===== config.mk =====
export PLATFORM = sky130hd
export DESIGN_NAME = dcache_arbiter
export DESIGN_NICKNAME = d
export VERILOG_FILES = /design/src/rtl/dcache_arb_pkg.sv /design/src/rtl/dcache_sq_fifo.sv /design/src/rtl/dcache_arbiter.sv
export SDC_FILE = /design/constraint.sdc
export NUM_CORES = 1
export LEC_CHECK = 0
export CELL_PAD_IN_SITES_DETAIL_PLACEMENT = 0
export CELL_PAD_IN_SITES_GLOBAL_PLACEMENT = 1
export CORE_UTILIZATION = 45
export CTS_BUF_LIST = sky130_fd_sc_hd__clkbuf_4 sky130_fd_sc_hd__clkbuf_8
export CTS_CLUSTER_DIAMETER = 120
export CTS_CLUSTER_SIZE = 16
export DETAILED_ROUTE_END_ITERATION = 8
export HOLD_SLACK_MARGIN = 0.12
export PLACE_DENSITY = 0.87
export SYNTH_ARGS = -nofsm -noshare
export SYNTH_HDL_FRONTEND = slang
export SYNTH_SLANG_ARGS = --single-unit

===== constraint.sdc =====
create_clock -name cpu_clock_i -period 3.6 [get_ports cpu_clock_i]
set_clock_uncertainty 0.15 [all_clocks]
set_input_delay 1.08 -clock cpu_clock_i [delete_from_list [all_inputs] [get_ports cpu_clock_i]]
set_output_delay 1.08 -clock cpu_clock_i [all_outputs]
set_load 0.05 [all_outputs]

===== src/rtl/dcache_arb_pkg.sv =====
// Shared types for the dcache request arbiter: FSM states, store-queue entry
// layout and the load/store line-compare helper.
package dcache_arb_pkg;

   typedef enum logic [1:0] {
      IDLE  = 2'd0,
      STORE = 2'd1,
      LOAD  = 2'd2
   } arb_state_t;

   typedef struct packed {
      logic [29:0] addr;
      logic [31:0] data;
      logic [3:0]  bm;
   } sq_entry_t;

   // Store word address and load byte address fall in the same 128-byte line.
   function automatic logic same_line(input logic [29:0] st_addr, input logic [31:0] ld_addr);
      return st_addr[29:5] == ld_addr[31:7];
   endfunction

endpackage


===== src/rtl/dcache_sq_fifo.sv =====
// Committed-store FIFO. The head entry stays resident until its cache write
// completes, and every slot address is exported for the load hazard compare.
module dcache_sq_fifo
   import dcache_arb_pkg::*;
#(
   parameter int SQ_DEPTH = 4
) (
   input  logic                       clk,
   input  logic                       reset,
   input  logic                       push,
   input  sq_entry_t                  push_entry,
   input  logic                       pop,
   output sq_entry_t                  head,
   output logic                       full,
   output logic                       empty,
   output logic [SQ_DEPTH-1:0]        entry_valid,
   output logic [SQ_DEPTH-1:0][29:0]  entry_addr
);

   localparam int PTR_W = $clog2(SQ_DEPTH);
   localparam int CNT_W = PTR_W + 1;
   localparam logic [CNT_W-1:0] DEPTH_CNT = CNT_W'(SQ_DEPTH);

   sq_entry_t        mem [SQ_DEPTH];
   logic [PTR_W-1:0] wr_ptr;
   logic [PTR_W-1:0] rd_ptr;
   logic [CNT_W-1:0] count;
   logic             do_push;
   logic             do_pop;

   assign full    = (count == DEPTH_CNT);
   assign empty   = (count == '0);
   assign do_push = push & ~full;
   assign do_pop  = pop & ~empty;
   assign head    = mem[rd_ptr];

   always_comb begin
      for (int i = 0; i < SQ_DEPTH; i++) begin
         entry_addr[i] = mem[i].addr;
      end
   end

   always_ff @(posedge clk) begin
      if (do_push) begin
         mem[wr_ptr] <= push_entry;
      end
   end

   // Push and pop never target the same slot: push is blocked when full, pop when empty.
   always_ff @(posedge clk) begin
      if (reset) begin
         wr_ptr      <= '0;
         rd_ptr      <= '0;
         count       <= '0;
         entry_valid <= '0;
      end else begin
         if (do_pop) begin
            rd_ptr              <= rd_ptr + PTR_W'(1);
            entry_valid[rd_ptr] <= 1'b0;
         end
         if (do_push) begin
            wr_ptr              <= wr_ptr + PTR_W'(1);
            entry_valid[wr_ptr] <= 1'b1;
         end
         case ({do_push, do_pop})
            2'b10:   count <= count + CNT_W'(1);
            2'b01:   count <= count - CNT_W'(1);
            default: count <= count;
         endcase
      end
   end

endmodule


===== src/rtl/dcache_arbiter.sv =====
// Serialises buffered stores and the single load-miss slot onto the dcache
// request ports, one transaction at a time, with line-hazard and starvation control.
module dcache_arbiter
   import dcache_arb_pkg::*;
#(
   parameter int SQ_DEPTH     = 4,
   parameter int STARVE_LIMIT = 8
) (
   input  logic        cpu_clock_i,
   input  logic        cpu_reset_i,
   input  logic        st_valid_i,
   output logic        st_ready_o,
   input  logic [29:0] st_address_i,
   input  logic [31:0] st_data_i,
   input  logic [3:0]  st_bm_i,
   input  logic        ld_req_i,
   input  logic [31:0] ld_addr_i,
   input  logic [1:0]  ld_op_i,
   input  logic        ld_uncached_i,
   output logic        ld_ack_o,
   output logic [31:0] ld_data_o,
   output logic        sq_empty_o,
   output logic        store_valid_o,
   output logic [29:0] store_address_o,
   output logic [31:0] store_data_o,
   output logic [3:0]  store_bm_o,
   input  logic        cache_done_i,
   output logic        dc_req_o,
   output logic [31:0] dc_addr_o,
   output logic [1:0]  dc_op_o,
   output logic        dc_uncached_o,
   input  logic [31:0] dc_data_i,
   input  logic        dc_cmp_i
);

   localparam int CNT_W = $clog2(STARVE_LIMIT + 1);
   localparam logic [CNT_W-1:0] STARVE_MAX = CNT_W'(STARVE_LIMIT);

   arb_state_t                state;
   logic [CNT_W-1:0]          starve_cnt;
   logic                      fifo_full;
   logic                      fifo_empty;
   logic                      fifo_pop;
   logic                      hazard;
   logic                      force_store;
   logic                      load_ok;
   logic                      grant_store;
   logic                      grant_load;
   logic [SQ_DEPTH-1:0]       entry_valid;
   logic [SQ_DEPTH-1:0][29:0] entry_addr;
   sq_entry_t                 head;
   sq_entry_t                 push_entry;

   assign push_entry = '{addr: st_address_i, data: st_data_i, bm: st_bm_i};
   assign fifo_pop   = (state == STORE) & cache_done_i;
   assign st_ready_o = ~fifo_full;

   dcache_sq_fifo #(
      .SQ_DEPTH (SQ_DEPTH)
   ) u_sq (
      .clk         (cpu_clock_i),
      .reset       (cpu_reset_i),
      .push        (st_valid_i),
      .push_entry  (push_entry),
      .pop         (fifo_pop),
      .head        (head),
      .full        (fifo_full),
      .empty       (fifo_empty),
      .entry_valid (entry_valid),
      .entry_addr  (entry_addr)
   );

   always_comb begin
      hazard = 1'b0;
      for (int i = 0; i < SQ_DEPTH; i++) begin
         hazard = hazard | (entry_valid[i] & same_line(entry_addr[i], ld_addr_i));
      end
   end

   // A full queue or an exhausted starvation budget outranks a pending load.
   assign force_store = fifo_full | ((starve_cnt == STARVE_MAX) & ~fifo_empty);
   assign load_ok     = ld_req_i & ~hazard;
   assign grant_store = force_store | (~load_ok & ~fifo_empty);
   assign grant_load  = load_ok & ~force_store;

   always_ff @(posedge cpu_clock_i) begin
      if (cpu_reset_i) begin
         state           <= IDLE;
         starve_cnt      <= '0;
         store_valid_o   <= 1'b0;
         store_address_o <= 30'h0;
         store_data_o    <= 32'h0;
         store_bm_o      <= 4'h0;
         dc_req_o        <= 1'b0;
         dc_addr_o       <= 32'h0;
         dc_op_o         <= 2'b00;
         dc_uncached_o   <= 1'b0;
         ld_ack_o        <= 1'b0;
         ld_data_o       <= 32'h0;
         sq_empty_o      <= 1'b1;
      end else begin
         ld_ack_o   <= 1'b0;
         sq_empty_o <= fifo_empty;
         case (state)
            IDLE: begin
               if (grant_store) begin
                  store_valid_o   <= 1'b1;
                  store_address_o <= head.addr;
                  store_data_o    <= head.data;
                  store_bm_o      <= head.bm;
                  starve_cnt      <= '0;
                  state           <= STORE;
               end else if (grant_load) begin
                  dc_req_o      <= 1'b1;
                  dc_addr_o     <= ld_addr_i;
                  dc_op_o       <= ld_op_i;
                  dc_uncached_o <= ld_uncached_i;
                  state         <= LOAD;
                  if (!fifo_empty && (starve_cnt != STARVE_MAX)) begin
                     starve_cnt <= starve_cnt + CNT_W'(1);
                  end
               end
            end
            STORE: begin
               if (cache_done_i) begin
                  store_valid_o <= 1'b0;
                  state         <= IDLE;
               end
            end
            LOAD: begin
               if (dc_cmp_i) begin
                  dc_req_o  <= 1'b0;
                  ld_data_o <= dc_data_i;
                  ld_ack_o  <= 1'b1;
                  state     <= IDLE;
               end
            end
            default: begin
               store_valid_o <= 1'b0;
               dc_req_o      <= 1'b0;
               state         <= IDLE;
            end
         endcase
      end
   end

endmodule


==> results.md, run 1 <==
* drt wl/cell: 21.72 um
* Area after DPL: 0.02162 mm^2
* wire length on met2: 23,210 um
* post-detailed-route DRC marker count: 0
* cell family with the largest share of critical-path delay: buffers and inverters
* floorplan die area: 0.04131 mm^2
* DRT met1 WL: 19,490 um
* global-route wire length before repair: 71,950 um
* area of combinational cells with multiple inputs: 0.006495 mm^2
* vias per cell: 5.716
* number of buffers inserted to repair setup after CTS: 0
* non-filler cells, final: 2,175
* Net Count, Synth: 1,540
* unrepaired setup endpoints after global routing: false
* Netlist Area Pre-Place: 0.01822 mm^2
* largest net degree at the start of global routing: 68
* overall global routing resource usage: 0.2262
* data arrival time of the critical path: 2260 ps
* cell type contributing the most total cell area after synthesis: sky130_fd_sc_hd__edfxtp_1
* commonest register cell after synthesis: sky130_fd_sc_hd__edfxtp_1
* total CTS buffers: 30
* number of optimization iterations in the first detailed-route pass: 7
* starting density of the core: 0.4576
* top routing layer in use: met5
* total I/O pin count: 277
* final hold vios: 0
* chip height: 203.2 um
* most used standard cell by instance count after synthesis: sky130_fd_sc_hd__edfxtp_1
* sum of net half-perimeters after detailed placement: 31,330 um
* Max-cap violations: 0
* sequential element share of the synthesized area: 0.6042
* leading cell types by count after synthesis: sky130_fd_sc_hd__edfxtp_1 (264), sky130_fd_sc_hd__nand2_1 (214), sky130_fd_sc_hd__dfxtp_1 (154)
* Clock Sink Count: 418
* register bit total from synthesis: 418
* endpoint required time on the critical path: 2370 ps
* total vias in the final route: 12,430
* finished layout cell area: 0.02224 mm^2
* type of the worst setup path: reg2out
* worst path bufs/invs: 1
* maximum fanout along the worst path: 7
* met3 WL: 3335 um
* max-slew violation count: 0
* CTS clock-pin slew for the worst setup and hold paths: 110 ps
* via count of the first global-routing pass: 12,180
* worst slew margin relative to its limit: 0.3830
* power density relative to cell area: 458.7 mW/mm^2
* floorplan core area: 0.03982 mm^2
* worst min-delay path category: reg2reg
* fraction of synthesis flops using an asynchronous set or reset pin: 0
* static power due to leakage: 7.632 nW
* starting DRC count in detailed routing: 1,091
* total global routing overflow: 0
* number of distinct library cells after synthesis: 45
* Worst Tran Pin Value: 925.4 ps
* placer's final routability congestion estimate: 0.9105
* element type at the critical path start: flop
* average footprint of a synthesized cell: 13.12 um^2
* post-route fraction of the period consumed by the critical path: 0.9694
* fill cell instance count of the final layout: 3,291
* time the final worst path needs with I/O delays and setup: 3490 ps
* number of warning messages in the yosys log: 0
* area taken by flip-flops and latches: 0.01102 mm^2
* number of placed cells counting well taps: 2,117
* PortBufs: 276
* largest vdd supply drop: 0.0002871 V
* CTS Root Cell: sky130_fd_sc_hd__clkbuf_8
* number of nets in the finished design: 1,775
* gate count of the mapped netlist: 1,389
* Post-Route WL: 47,240 um
* cell at the slowest stage of the critical path: sky130_fd_sc_hd__clkdlybuf4s50_1
* Gates resized, CTS repair: 0
* share of the synthesized area in the top cell type: 0.4350
* count of hold buffers inserted by post-cts repair: 0
* clock tree from TritonCTS: done
* kind of end point of the critical path: primary output
* number of failing setup endpoints in the final timing report: 0
* buffer depth of the longest clock path: 3
* peak per-stage delay on the critical path: 880 ps
* ordered list of cells on the worst path: nor2_1 -> nand2_1 -> clkdlybuf4s50_1
* site row count: 73
* number of antenna violations at the first check in global routing: 4
* latest clock arrival within the worst-skew pair: 660 ps
* synth-to-layout area growth: 22.04%
* Max Clk Rate: 286.5 MHz
* synth top area cells: sky130_fd_sc_hd__edfxtp_1 (44%), sky130_fd_sc_hd__dfxtp_1 (17%), sky130_fd_sc_hd__mux4_2 (8.2%)
* horizontal extent of the die: 203.2 um
* EDFF count, synth: 264
* outcome: finished, final reports clean
* number of nets with antenna violations after detailed routing: 0
* total number of H-tree levels: 1
* share of final-layout standard cells stronger than drive strength 1: 0.1202
==> through the flow <==
step | hold WS (ps) | TNS [ps] | utilization | worst slack [ps] | power, mW
after global routing | 325.5 | 0 | 0.5585 | 14.22 | 10.58
after detailed placement | 296.5 | -19280 | 0.5428 | -313.3 | 7.714
after floorplan | 304.0 | 0 | - | 331.8 | 6.900
after CTS | 311.1 | 0 | 0.5583 | 55.62 | 10.27
after global placement | 291.6 | -18520 | 0.5428 | -243.1 | 7.674
final | 308.4 | 0 | 0.5585 | 110.1 | 10.20
==> state kept, by name (all words and copies together) (netlist names) <==
signal and count:
store_valid_o 1, store_bm_o 4, u_sq.count 3, starve_cnt 4, state 2, ld_data_o 32, dc_req_o 1, dc_uncached_o 1
dc_addr_o 32, store_data_o 32, dc_op_o 2, sq_empty_o 1, u_sq.rd_ptr 2, u_sq.wr_ptr 2, ld_ack_o 1, u_sq.entry_valid 4
u_sq.mem 264, store_address_o 30
==> cell type report <==
class / count / share of cell area
inverters: 13 / 0.002419
clock inverters: 1 / 0.0007314
flip-flops and latches: 418 / 0.4954
multi-input cells: 824 / 0.2920
well taps: 525 / 0.02954
diodes: 3 / 0.0003376
clock buffers: 54 / 0.02695
repair buffers: 337 / 0.1526
==> worst min-delay path, stage by stage, from the launching register on <==
cell and delay (ps):
sky130_fd_sc_hd__dfxtp_1 320, sky130_fd_sc_hd__nand2_1 50, sky130_fd_sc_hd__a21oi_1 50
==> metal layers <==
layer | global-route usage | up-vias
li1 | - | 5677
met1 | 0.3059 | 6160
met2 | 0.3777 | 516
met3 | 0.03036 | 78
met4 | 0.07170 | 2
met5 | 0 | -
==> layout by cell type, fill, tap and decap left out, types with 37 or more instances in the layout <==
| master | count |
|---|---|
| sky130_fd_sc_hd__xor2_1 | 54 |
| sky130_fd_sc_hd__nand2_1 | 214 |
| sky130_fd_sc_hd__xnor2_1 | 50 |
| sky130_fd_sc_hd__clkdlybuf4s50_1 | 275 |
| sky130_fd_sc_hd__and3_1 | 66 |
| sky130_fd_sc_hd__dfxtp_1 | 152 |
| sky130_fd_sc_hd__buf_4 | 48 |
| sky130_fd_sc_hd__mux2i_1 | 37 |
| sky130_fd_sc_hd__a32oi_1 | 66 |
| sky130_fd_sc_hd__a21oi_1 | 40 |
| sky130_fd_sc_hd__mux4_2 | 66 |
| sky130_fd_sc_hd__edfxtp_1 | 264 |
| sky130_fd_sc_hd__or4b_1 | 66 |
| sky130_fd_sc_hd__nand3_1 | 69 |
==> power breakdown <==
group          switching, mW  internal, mW
Combinational           1.25         0.769
Clock                   1.55          1.05
Sequential             0.177          5.41
Total                   2.97          7.23
==> logic make-up (layout without fill, tap and decap cells) <==
group / after synthesis / in the layout / synth area share
multiplexers: 103 / 103 / 0.1019
buffers and inverters: 147 / 405 / 0.04174
AO/OA/AOI/OAI: 117 / 117 / 0.04785
AND/OR/NAND/NOR: 488 / 488 / 0.1457
flip-flops: 418 / 418 / 0.6042
adder cells (fa/ha/maj): 12 / 12 / 0.008651
other: 0 / 3 / 0
XOR/XNOR: 104 / 104 / 0.04998
==> worst paths after layout <==
kind                   startpoint             to  slack, ps  cells after the start
setup / recovery    u_sq.count[0]     st_ready_o        110                      3
hold / removal      ld_data_o[29]  ld_data_o[29]        310                      2
setup reg to reg  u_sq.mem[3][45]  dc_addr_o[17]        840                      9
hold reg to reg     ld_data_o[29]  ld_data_o[29]        310                      2
Note: power is estimated with default switching activity, not from simulation.
==> run 2: changes to the inputs <==
- CELL_PAD_IN_SITES_DETAIL_PLACEMENT: 0 -> default
- CELL_PAD_IN_SITES_GLOBAL_PLACEMENT: 1 -> default
- PLACE_DENSITY: 0.87 -> 0.74
==> run 2 against run 1 <==
Net effect:
- clock power shrank 2%
- routed wire length shrank 1.4%
- utilization grew 0.30 points
- largest power group unchanged
- critical endpoint unchanged
- non-clock buffer count grew 6
- flip-flop and latch count is the same
- sequential share of layout area shrank 0.26 points
- hold slack gained 0.68 ps
- design area grew 0.53%
- sequential power is essentially flat
==> results.md, run 2 (synthesized netlist as in run 1, its figures left out) <==
* flip-flop count of the largest register after layout: 264, unchanged
* outcome: finished, final reports clean, unchanged
* endpoint required time on the critical path: 2370 ps, about the same
* ordered list of cells on the worst path: nor2_1 -> nand2_1 -> clkdlybuf4s50_1, unchanged
* peak per-stage delay on the critical path: 870 ps, was 880 ps
* setup slack of the critical path after layout: 145.1 ps, was 110.1 ps
* non-filler cells, final: 2,180, was 2,175
* power density relative to cell area: 455.0 mW/mm^2, was 458.7 mW/mm^2
* Post-Route WL: 46,600 um, was 47,240 um
* total number of H-tree levels: 1, unchanged
* final core occ: 0.5614, was 0.5585
* end of the worst register-to-register path: dc_addr_o[19], was dc_addr_o[17]
* number of failing setup endpoints in the final timing report: 0, unchanged
* type of the worst setup path: reg2out, unchanged
* share of final-layout standard cells stronger than drive strength 1: 0.1234, was 0.1202
* site row count: 73, unchanged
* floorplan die area: 0.04131 mm^2, unchanged
* final hold vios: 0, unchanged
* PortBufs: 276, unchanged
* largest net degree at the start of global routing: 68, unchanged
* Max Clk Rate: 289.4 MHz, was 286.5 MHz
* floorplan core area: 0.03982 mm^2, unchanged
* starting density of the core: 0.4576, unchanged
* FF-to-FF Start: u_sq.mem[3][64], was u_sq.mem[3][45]
* post-detailed-route DRC marker count: 0, unchanged
* hold slack final: 309.1 ps, was 308.4 ps
* static power due to leakage: 7.689 nW, was 7.632 nW
* time the final worst path needs with I/O delays and setup: 3455 ps, was 3490 ps
* number of antenna violations at the first check in global routing: 2, was 4
* Clock Sink Count: 418, unchanged
* number of nets in the finished design: 1,781, was 1,775
* R2R cell count: 8, was 9
* worst-case setup slack after placement: -250.9 ps, was -313.3 ps
* synth-to-layout area growth: 22.68%, was 22.04%
* total global routing overflow: 0, unchanged
* CTS clock-pin slew for the worst setup and hold paths: 110 ps, about the same
* Power Total: 10.17 mW, was 10.20 mW
* worst path bufs/invs: 1, unchanged
* worst min-delay path category: reg2reg, unchanged
* worst slew margin relative to its limit: 0.4421, was 0.3830
* element type at the critical path start: flop, unchanged
* clock tree from TritonCTS: done, unchanged
* post-route fraction of the period consumed by the critical path: 0.9597, was 0.9694
* chip height: 203.2 um, unchanged
* starting DRC count in detailed routing: 1,082, was 1,091
* Gates resized, CTS repair: 0, unchanged
* max-slew violation count: 0, unchanged
* Worst Hold Path EP: ld_data_o[29], unchanged
* latest clock arrival within the worst-skew pair: 640 ps, was 660 ps
* drt wl/cell: 21.37 um, was 21.72 um
* TNS Setup: 0 ps, unchanged
* number of nets with antenna violations after detailed routing: 0, unchanged
* placer's final routability congestion estimate: 0.9394, was 0.9105
* maximum fanout along the worst path: 7, unchanged
* Hold Path Origin: ld_data_o[29], unchanged
* unrepaired setup endpoints after global routing: false, unchanged
* top library cells by usage in the layout, fill and taps aside: sky130_fd_sc_hd__clkdlybuf4s50_1 (275), sky130_fd_sc_hd__edfxtp_1 (264), sky130_fd_sc_hd__nand2_1 (214), unchanged
* finished layout cell area: 0.02236 mm^2, was 0.02224 mm^2
* horizontal extent of the die: 203.2 um, unchanged
* cell depth of the worst min-delay path: 2, unchanged
* cell family with the largest share of critical-path delay: buffers and inverters, unchanged
* total I/O pin count: 277, unchanged
* Worst Tran Pin Value: 836.9 ps, was 925.4 ps
* cell at the slowest stage of the critical path: sky130_fd_sc_hd__clkdlybuf4s50_1, unchanged
* number of buffers inserted to repair setup after CTS: 0, unchanged
* Area after DPL: 0.02174 mm^2, was 0.02162 mm^2
* largest vdd supply drop: 0.0002999 V, was 0.0002871 V
* Max-cap violations: 0, unchanged
* via count of the first global-routing pass: 12,250, was 12,180
* total CTS buffers: 30, unchanged
* most frequent standard cell in the layout excluding fill and tap cells: sky130_fd_sc_hd__clkdlybuf4s50_1, unchanged
* total vias in the final route: 12,420, was 12,430
* vias per cell: 5.697, was 5.716
* sum of net half-perimeters after detailed placement: 30,640 um, was 31,330 um
* count of hold buffers inserted by post-cts repair: 0, unchanged
* Largest Register: u_sq.mem, unchanged
* number of optimization iterations in the first detailed-route pass: 7, unchanged
* number of placed cells counting well taps: 2,123, was 2,117
* overall global routing resource usage: 0.2217, was 0.2262
* slack of the worst reg-to-reg path: 840 ps, about the same
* global-route wire length before repair: 70,730 um, was 71,950 um
* buffer depth of the longest clock path: 3, unchanged
* kind of end point of the critical path: primary output, unchanged
* CTS Root Cell: sky130_fd_sc_hd__clkbuf_8, unchanged
* data arrival time of the critical path: 2220 ps, was 2260 ps
-- run 2: worst max path at each step --
stage	startpoint	endpoint	slack, ps	cells past startpoint
finish	u_sq.count[0]	st_ready_o	150	3
floorplan	st_valid_i	u_sq.mem[0][0]	330	1
global placement	ld_addr_i[31]	dc_addr_o[15]	-230	8
CTS	u_sq.count[0]	st_ready_o	80	3
detailed placement	ld_addr_i[9]	dc_addr_o[1]	-250	9
global route	u_sq.count[0]	st_ready_o	40	3
-- run 2: worst reg2reg max path, cell delays in order (launching register included) --
cell and delay, ps:
sky130_fd_sc_hd__edfxtp_1 450, sky130_fd_sc_hd__xor2_1 300, sky130_fd_sc_hd__nor4_1 100, sky130_fd_sc_hd__nand3_1 90
sky130_fd_sc_hd__nor4_1 70, sky130_fd_sc_hd__or3_4 370, sky130_fd_sc_hd__nor4_4 700, sky130_fd_sc_hd__buf_12 240
sky130_fd_sc_hd__mux2i_1 220
-- run 2: area by class of cell --
cell class                      count  area [um^2]
Multi-Input combinational cell    824         6495
Timing Repair Buffer              343         3513
Fill cell                        3300        17470
Tap cell                          525        656.9
Sequential cell                   418        11020
Antenna cell                        2        5.005
Clock inverter                      1        16.27
Inverter                           13        53.80
Clock buffer                       54        599.3
-- run 2: layer usage --
layer,GRT usage,up-vias,part of all wire
met5,0,-,0
met4,0.06794,0,0.026
met3,0.03340,64,0.072
met2,0.3773,459,0.49
met1,0.2921,6196,0.41
li1,-,5700,-
-- run 2: power by group --
part	switching, mW	total [mW]	internal (mW)	leakage (nW)
clock network	1.49	2.54	1.05	0.336
registers	0.187	5.60	5.41	3.68
logic	1.24	2.03	0.788	3.67
==> run 3: changes to the inputs <==
- GPL_TIMING_DRIVEN: default -> 0
==> run 3 against run 2 <==
Net effect:
- critical path type unchanged
- sequential share of layout area up 0.44 points
- non-clock buffer count increased by 46
- critical path depth did not move
- via count is 1.4% higher
- hold slack about the same
- flip-flop and latch count unchanged
- sequential power about the same
==> results.md, run 3 (synthesized netlist as in run 1, its figures left out) <==
* outcome: finished, final reports clean, unchanged
* overall global routing resource usage: 0.2380, was 0.2217
* Worst Tran Pin Value: 923.5 ps, was 836.9 ps
* chip height: 203.2 um, unchanged
* ordered list of cells on the worst path: nor2_1 -> nand2_1 -> clkdlybuf4s50_1, unchanged
* endpoint required time on the critical path: 2370 ps, about the same
* total I/O pin count: 277, unchanged
* unrepaired setup endpoints after global routing: false, unchanged
* fill cell instance count of the final layout: 3,344, was 3,300
* max-slew violation count: 0, unchanged
* synth-to-layout area growth: 21.52%, was 22.68%
* CTS clock-pin slew for the worst setup and hold paths: 110 ps, about the same
* finished layout cell area: 0.02215 mm^2, was 0.02236 mm^2
* largest net degree at the start of global routing: 47, was 68
* met2 Usage GRT: 0.3969, was 0.3773
* number of buffers inserted to repair setup after CTS: 0, unchanged
* most frequent standard cell in the layout excluding fill and tap cells: sky130_fd_sc_hd__edfxtp_1, was sky130_fd_sc_hd__clkdlybuf4s50_1
* data arrival time of the critical path: 2220 ps, about the same
* number of failing setup endpoints in the final timing report: 0, unchanged
* type of the worst setup path: reg2out, unchanged
* worst-case setup slack after placement: -357.1 ps, was -250.9 ps
* cell family with the largest share of critical-path delay: buffers and inverters, unchanged
* drt wl/cell: 22.34 um, was 21.37 um
* buffer depth of the longest clock path: 3, unchanged
* kind of end point of the critical path: primary output, unchanged
* horizontal extent of the die: 203.2 um, unchanged
* time the final worst path needs with I/O delays and setup: 3452 ps, was 3455 ps
* clock tree from TritonCTS: done, unchanged
* Post-Route WL: 49,760 um, was 46,600 um
* worst path bufs/invs: 1, unchanged
* latest clock arrival within the worst-skew pair: 640 ps, about the same
* vias per cell: 5.654, was 5.697
* Max Clk Rate: 289.7 MHz, was 289.4 MHz
* Power Total: 10.20 mW, was 10.17 mW
* top library cells by usage in the layout, fill and taps aside: sky130_fd_sc_hd__edfxtp_1 (264), sky130_fd_sc_hd__clkdlybuf4s50_1 (251), sky130_fd_sc_hd__nand2_1 (214), was sky130_fd_sc_hd__clkdlybuf4s50_1 (275), sky130_fd_sc_hd__edfxtp_1 (264), sky130_fd_sc_hd__nand2_1 (214)
* floorplan core area: 0.03982 mm^2, unchanged
* Area after DPL: 0.02152 mm^2, was 0.02174 mm^2
* number of nets in the finished design: 1,827, was 1,781
* number of nets with antenna violations after detailed routing: 0, unchanged
* TNS Setup: 0 ps, unchanged
* number of antenna violations at the first check in global routing: 3, was 2
* CTS Root Cell: sky130_fd_sc_hd__clkbuf_8, unchanged
* element type at the critical path start: flop, unchanged
* global-route wire length before repair: 74,740 um, was 70,730 um
* cell at the slowest stage of the critical path: sky130_fd_sc_hd__clkdlybuf4s50_1, unchanged
* power density relative to cell area: 460.7 mW/mm^2, was 455.0 mW/mm^2
* Clock Sink Count: 418, unchanged
* count of hold buffers inserted by post-cts repair: 0, unchanged
* post-detailed-route DRC marker count: 0, unchanged
* final hold vios: 0, unchanged
* sum of net half-perimeters after detailed placement: 36,140 um, was 30,640 um
* total global routing overflow: 0, unchanged
* total vias in the final route: 12,590, was 12,420
* PortBufs: 251, was 276
* via count of the first global-routing pass: 12,350, was 12,250
* number of optimization iterations in the first detailed-route pass: 6, was 7
* met1 layer usage reported by global route: 0.3172, was 0.2921
* Max-cap violations: 0, unchanged
* starting DRC count in detailed routing: 1,120, was 1,082
* flip-flop count of the largest register after layout: 264, unchanged
* post-route fraction of the period consumed by the critical path: 0.9589, was 0.9597
* area of combinational cells with multiple inputs: 0.006472 mm^2, was 0.006495 mm^2
* area taken by flip-flops and latches: 0.01101 mm^2, was 0.01102 mm^2
* peak-usage layer in the global routing report: met2, unchanged
* placer's final routability congestion estimate: 0.9029, was 0.9394
* GRT met3 Usage: 0.04346, was 0.03340
* setup slack of the critical path after layout: 148.0 ps, was 145.1 ps
* floorplan die area: 0.04131 mm^2, unchanged
* site row count: 73, unchanged
* total CTS buffers: 30, unchanged
* starting density of the core: 0.4576, unchanged
* static power due to leakage: 7.586 nW, was 7.689 nW
* worst min-delay path category: reg2reg, unchanged
* hold slack final: 309.1 ps, about the same
* peak per-stage delay on the critical path: 880 ps, was 870 ps
* Gates resized, CTS repair: 0, unchanged
* share of final-layout standard cells stronger than drive strength 1: 0.1112, was 0.1234
* largest vdd supply drop: 0.0002989 V, was 0.0002999 V
* total number of H-tree levels: 1, unchanged
* Largest Register: u_sq.mem, unchanged
* worst slew margin relative to its limit: 0.3796, was 0.4421
* maximum fanout along the worst path: 7, unchanged
## run 3: area by class of cell
| cell class | count | share of cell area |
|---|---|---|
| antenna | 3 | 0.0003390 |
| timing repair buffer | 255 | 0.1184 |
| multi-input combinational | 824 | 0.2923 |
| clock buffer | 54 | 0.02706 |
| inverter | 13 | 0.002203 |
| tap | 525 | 0.02966 |
| clock inverter | 1 | 0.0007345 |
| buffer | 134 | 0.03215 |
| sequential | 418 | 0.4972 |
## run 3: where the power goes
part / switching, mW / internal, mW / leakage, nW
Combinational: 1.28 / 0.748 / 3.57
Clock: 1.53 / 1.05 / 0.336
Sequential: 0.182 / 5.41 / 3.68
## run 3: per-layer routing
metal / up-vias / wire, um
met5: - / 0
met4: 0 / 1162
met3: 70 / 3813
met2: 493 / 23890
met1: 6238 / 20890
li1: 5790 / -
## run 3: path summary, 6_finish.rpt
check                 startpoint                  end  slack, ps  cells after the start
hold / removal     ld_data_o[18]        ld_data_o[18]        310                      2
hold reg to reg    ld_data_o[18]        ld_data_o[18]        310                      2
setup / recovery   u_sq.count[0]           st_ready_o        150                      3
setup reg to reg  u_sq.rd_ptr[1]  store_address_o[14]        400                      7
## run 3: through the flow
step | instances | utilization
after floorplan | 1389 | -
after global placement | 2165 | 0.5372
after detailed placement | 2169 | 0.5405
after CTS | 2224 | 0.5559
after global routing | 2226 | 0.5561
final | 2227 | 0.5561
## run 3: worst reg2reg max path: cells and delay by family (launching register included)
kind            cells  cell delay, ps
mux                 1             450
simple gates        2             340
compound gates      1             150
flops               1             380
buf+inv             3            1620
